`src/rtl/display_scan_ctrl.sv`:
```
// Scan controller for a 4-digit multiplexed seven-segment display.
// Double-buffers the displayed value so it only changes on frame boundaries.
module display_scan_ctrl #(
  parameter int SCAN_DIV     = 100000,
  parameter int BLANK_CYCLES = 8,
  parameter int CNT_W        = 17
) (
  input  logic        clk,
  input  logic        rst,
  input  logic [15:0] num_in,
  input  logic        num_valid,
  output logic        num_ready,
  input  logic        lz_blank_en,
  output logic [1:0]  sel,
  output logic [3:0]  digit,
  output logic [3:0]  an,
  output logic        frame_done
);

  typedef enum logic {SHOW, BLANK} state_t;

  state_t            state, state_n;
  logic [CNT_W-1:0]  cnt, cnt_n;
  logic [1:0]        sel_n;
  logic              wrap;
  logic [15:0]       shadow, pending;
  logic              pending_full;
  logic              take;
  logic [3:0]        lead_zero;

  assign num_ready = ~pending_full;
  assign take      = num_valid & ~pending_full;

  always_ff @(posedge clk or posedge rst) begin
    if (rst) begin
      state        <= SHOW;
      cnt          <= '0;
      sel          <= 2'd0;
      frame_done   <= 1'b0;
      shadow       <= 16'h0000;
      pending      <= 16'h0000;
      pending_full <= 1'b0;
    end else begin
      state      <= state_n;
      cnt        <= cnt_n;
      sel        <= sel_n;
      frame_done <= wrap;
      // A full buffer blocks new transfers, so a load and a take never coincide
      if (wrap && pending_full) begin
        shadow       <= pending;
        pending_full <= 1'b0;
      end else if (take) begin
        pending      <= num_in;
        pending_full <= 1'b1;
      end
    end
  end

  always_comb begin
    state_n = state;
    cnt_n   = cnt + 1'b1;
    sel_n   = sel;
    wrap    = 1'b0;
    case (state)
      SHOW: begin
        if (cnt == CNT_W'(SCAN_DIV - 1)) begin
          cnt_n   = '0;
          state_n = BLANK;
        end
      end
      BLANK: begin
        if (cnt == CNT_W'(BLANK_CYCLES - 1)) begin
          cnt_n   = '0;
          sel_n   = sel + 2'd1;
          state_n = SHOW;
          wrap    = (sel == 2'd3);
        end
      end
      default: begin
        state_n = SHOW;
        cnt_n   = '0;
      end
    endcase
  end

  // lead_zero[i]: nibbles i..3 are all zero; digit 0 is never blanked
  assign lead_zero[3] = (shadow[15:12] == 4'h0);
  assign lead_zero[2] = lead_zero[3] & (shadow[11:8] == 4'h0);
  assign lead_zero[1] = lead_zero[2] & (shadow[7:4] == 4'h0);
  assign lead_zero[0] = 1'b0;

  assign digit = shadow[sel*4 +: 4];

  always_comb begin
    an = 4'hF;
    if (state == SHOW && !(lz_blank_en && lead_zero[sel]))
      an[sel] = 1'b0;
  end

endmodule

```
`config.mk`:
```
export PLATFORM = sky130hd
export DESIGN_NAME = display_scan_ctrl
export DESIGN_NICKNAME = d
export VERILOG_FILES = /design/src/rtl/display_scan_ctrl.sv
export SDC_FILE = /design/constraint.sdc
export NUM_CORES = 1
export LEC_CHECK = 0
export BUFFER_PORTS_ARGS = -buffer_cell sky130_fd_sc_hd__clkbuf_2
export CORE_MARGIN = 4
export CORE_UTILIZATION = 45
export DETAILED_ROUTE_END_ITERATION = 8
export PLACE_DENSITY = 0.67
export SYNTH_ARGS = -nofsm -noshare
export SYNTH_HDL_FRONTEND = slang
export SYNTH_SLANG_ARGS = --single-unit
```
`constraint.sdc`:
```
create_clock -name clk -period 2 [get_ports clk]
set_input_delay 0.1 -clock clk [delete_from_list [all_inputs] [get_ports clk]]
set_output_delay 0.1 -clock clk [all_outputs]
set_load 0.01 [all_outputs]
```
==> out/qor.csv <==
metric;value;unit
ctsHtreeMaxLevel;2;
fp.dieArea;0.00679;sq mm
setup_viol;0;
die_h;82.4;um
netlist_area;0.00249;sq mm
syn_nets;209;
crit_fanout;4;
place_ws;36.6;ps
area_delta_synth_final;22.7;%
finalHoldViolCount;0;
first_iter_violations;86;
crit_arrival;1870;ps
slew-limit-headroom;55.9;%
ys_ff_latch;54;
portBuffers;31;
clk_path_buf_depth;2;
crit_path_start_kind;flop;
holdWs;18.4;ps
maxSlewViolCount;0;
numCtsBuffers;5;
yosys.cell_types.count;35;
cp-end-kind;output pin;
ys_seq_area_share;54.3;%
grt_max_degree;55;
fin_crit_sh;98.4;%
wl_per_cell;14.7;um
clock_latency;300;ps
syn-instance-count;184;
skew;7.62;ps
required;1900;ps
fmax;0.508;GHz
synth_warnings;0;
cts_sinks;54;
grt_pass1_wl;7740;um
path_clk_slew;100;ps
num_antenna_cells;0;
drc;0;
vias;1595;
fill_cells;421;
cts_tree;done;
status;finished clean;
die_w;82.4;um
path_class;flop to output pin;
post_drt_via_cell_ratio;5.16;
antenna_found_initial;0;
gr-total-overflow;0;
wl;4540;um
layout-drive-gt1-share;45.6;%
io-pin-count;32;
vdd_drop_max;0.594;mV
clockRootBuffer;clkbuf_8;
core;0.00524;sq mm
layout_setup_ws;31.0;ps
rsz0062_at_grt;yes;
drtAntennaViolNets;0;
num-nets-final;263;
hold_path_class;primary input to flop;
tightest_slew;662;ps
drt-pass1-iter-count;4;
p_leak;1.49;nW
start_util;47.5;%
drv_cap;0;
synth_area_per_cell;13.5;sq um
power.density;690;mW/mm^2
place_congestion;0.823;
rrSetupSlack;40;ps
post-route-min-period;1970;ps
row_count;26;
grt_pass1_vias;1607;
dp_hpwl;3350;um
grtUsageTotal;15.1;%
-- worst max-delay path: stages (launching register included) --
cell	delay [ps]
dfrtp_1	410
or4_4	530
nor3_2	170
o211ai_1	180
nand3b_1	140
clkbuf_2	140
-- cells by family after synthesis --
| family | count (synthesis) | synth area share [%] |
|---|---|---|
| xor+xnor | 15 | 5.28 |
| flops | 54 | 54.3 |
| simple gates | 54 | 13.9 |
| mux | 37 | 19.9 |
| compound gates | 6 | 1.76 |
| fa+ha+maj | 5 | 2.51 |
| buf+inv | 13 | 2.36 |
-- metrics by stage --
step / std cells / cell area (sq um) / setup TNS (ps) / utilization [%] / total power, W
6_report: 309 / 3050 / 0 / 58.3 / 0.00211
5_1_grt: 309 / 3050 / -822 / 58.3 / 0.00221
4_1_cts: 305 / 3020 / 0 / 57.6 / 0.00213
3_5_place_dp: 295 / 2850 / 0 / 54.3 / 0.00126
3_3_place_gp: 295 / 2850 / 0 / 54.3 / 0.00125
2_1_floorplan: 184 / 2500 / -230 / - / 0.00122
-- layer usage --
| metal | up-vias | global-route usage [%] | share of wire (%) |
|---|---|---|---|
| li1 | 776 | - | - |
| met1 | 797 | 19.7 | 44 |
| met2 | 18 | 25.6 | 52 |
| met3 | 4 | 2.82 | 2.6 |
| met4 | 0 | 4.49 | 1.2 |
| met5 | - | 0 | 0 |
-- cells in the mapped netlist --
| library cell | n | share of area, % |
|---|---|---|
| a211oi_1 | 1 | 0.30 |
| a21o_1 | 1 | 0.30 |
| a21oi_1 | 1 | 0.20 |
| a31o_2 | 1 | 0.35 |
| and2_1 | 1 | 0.25 |
| and3_1 | 2 | 0.50 |
| and4_1 | 2 | 0.70 |
| buf_1 | 1 | 0.15 |
| buf_2 | 2 | 0.40 |
| buf_6 | 1 | 0.45 |
| clkbuf_1 | 3 | 0.45 |
| dfrtp_1 | 54 | 54 |
| ha_1 | 5 | 2.5 |
| inv_1 | 6 | 0.90 |
| mux2_2 | 24 | 11 |
| mux2_4 | 9 | 5.4 |
| mux4_2 | 4 | 3.6 |
| nand2_1 | 6 | 0.90 |
| nand3_1 | 3 | 0.60 |
| nand3b_1 | 4 | 1.2 |
| nand4_1 | 7 | 1.8 |
| nand4_4 | 1 | 0.85 |
| nor2_1 | 3 | 0.45 |
| nor2b_1 | 1 | 0.25 |
| nor3_1 | 12 | 2.4 |
| nor3_2 | 1 | 0.40 |
| nor3b_1 | 1 | 0.30 |
| nor4_1 | 4 | 1.0 |
| nor4_4 | 1 | 0.85 |
| o211ai_1 | 1 | 0.30 |
| o21a_1 | 1 | 0.30 |
| or3_1 | 1 | 0.25 |
| or4_1 | 4 | 1.2 |
| xnor2_1 | 9 | 3.2 |
| xor2_1 | 6 | 2.1 |
-- power breakdown --
part / internal [W] / switching, W / total (W)
combinational: 0.0000466 / 0.0000338 / 0.0000804
sequential: 0.00113 / 0.0000212 / 0.00115
clock: 0.000534 / 0.000340 / 0.000874
-- cells in the final DEF, fill, tap and decap left out, types with 4 or more instances in the layout --
| cell type | n |
|---|---|
| mux4_2 | 4 |
| dfrtp_1 | 54 |
| xor2_1 | 6 |
| mux2_4 | 9 |
| nand4_1 | 7 |
| clkbuf_8 | 6 |
| clkbuf_2 | 28 |
| nand3b_1 | 4 |
| xnor2_1 | 9 |
| mux2_2 | 24 |
| buf_4 | 21 |
| nor4_1 | 4 |
| nand2_1 | 6 |
| nor3_1 | 11 |
| ha_1 | 5 |
| inv_1 | 5 |
-- what timing repair did --
| action | 4_1_cts | 5_1_grt |
|---|---|---|
| buffers inserted | 1 | 4 |
| resized for setup | 2 | 6 |
| gates cloned | 0 | 0 |
| endpoints found under the hold margin | 54 | 0 |
| endpoints found under the setup margin | 4 | 31 |
| pin swaps | 5 | 7 |
| hold buffers | 1 | 0 |
-- registers in the layout, indices dropped and copies added, names as in the netlist --
signal / flops
shadow: 16
state: 1
pending_full: 1
sel: 2
frame_done: 1
pending: 16
cnt: 17
-- cell type report --
class | count | area (sq um) | share of cell area, %
clock buffers | 6 | 82.6 | 2.70
repair buffers | 54 | 343 | 11.2
multi-input cells | 117 | 1110 | 36.3
well taps | 70 | 87.6 | 2.87
flip-flops and latches | 54 | 1350 | 44.2
inverters | 6 | 22.5 | 0.737
clock inverters | 2 | 60.1 | 1.97
-- worst paths after layout --
path	start	to	cells after the start
setup / recovery	shadow[5]$_DFFE_PP0P_	an[0]	5
max in group asynchronous	rst	pending_full$_DFFE_PP0P_	4
setup reg to reg	cnt[5]$_DFF_PP0_	shadow[8]$_DFFE_PP0P_	5
hold / removal	num_valid	pending_full$_DFFE_PP0P_	2
hold reg to reg	cnt[0]$_DFF_PP0_	cnt[0]$_DFF_PP0_	1
min in group asynchronous	rst	shadow[4]$_DFFE_PP0P_	4
Note: power is estimated with default switching activity, not from simulation.
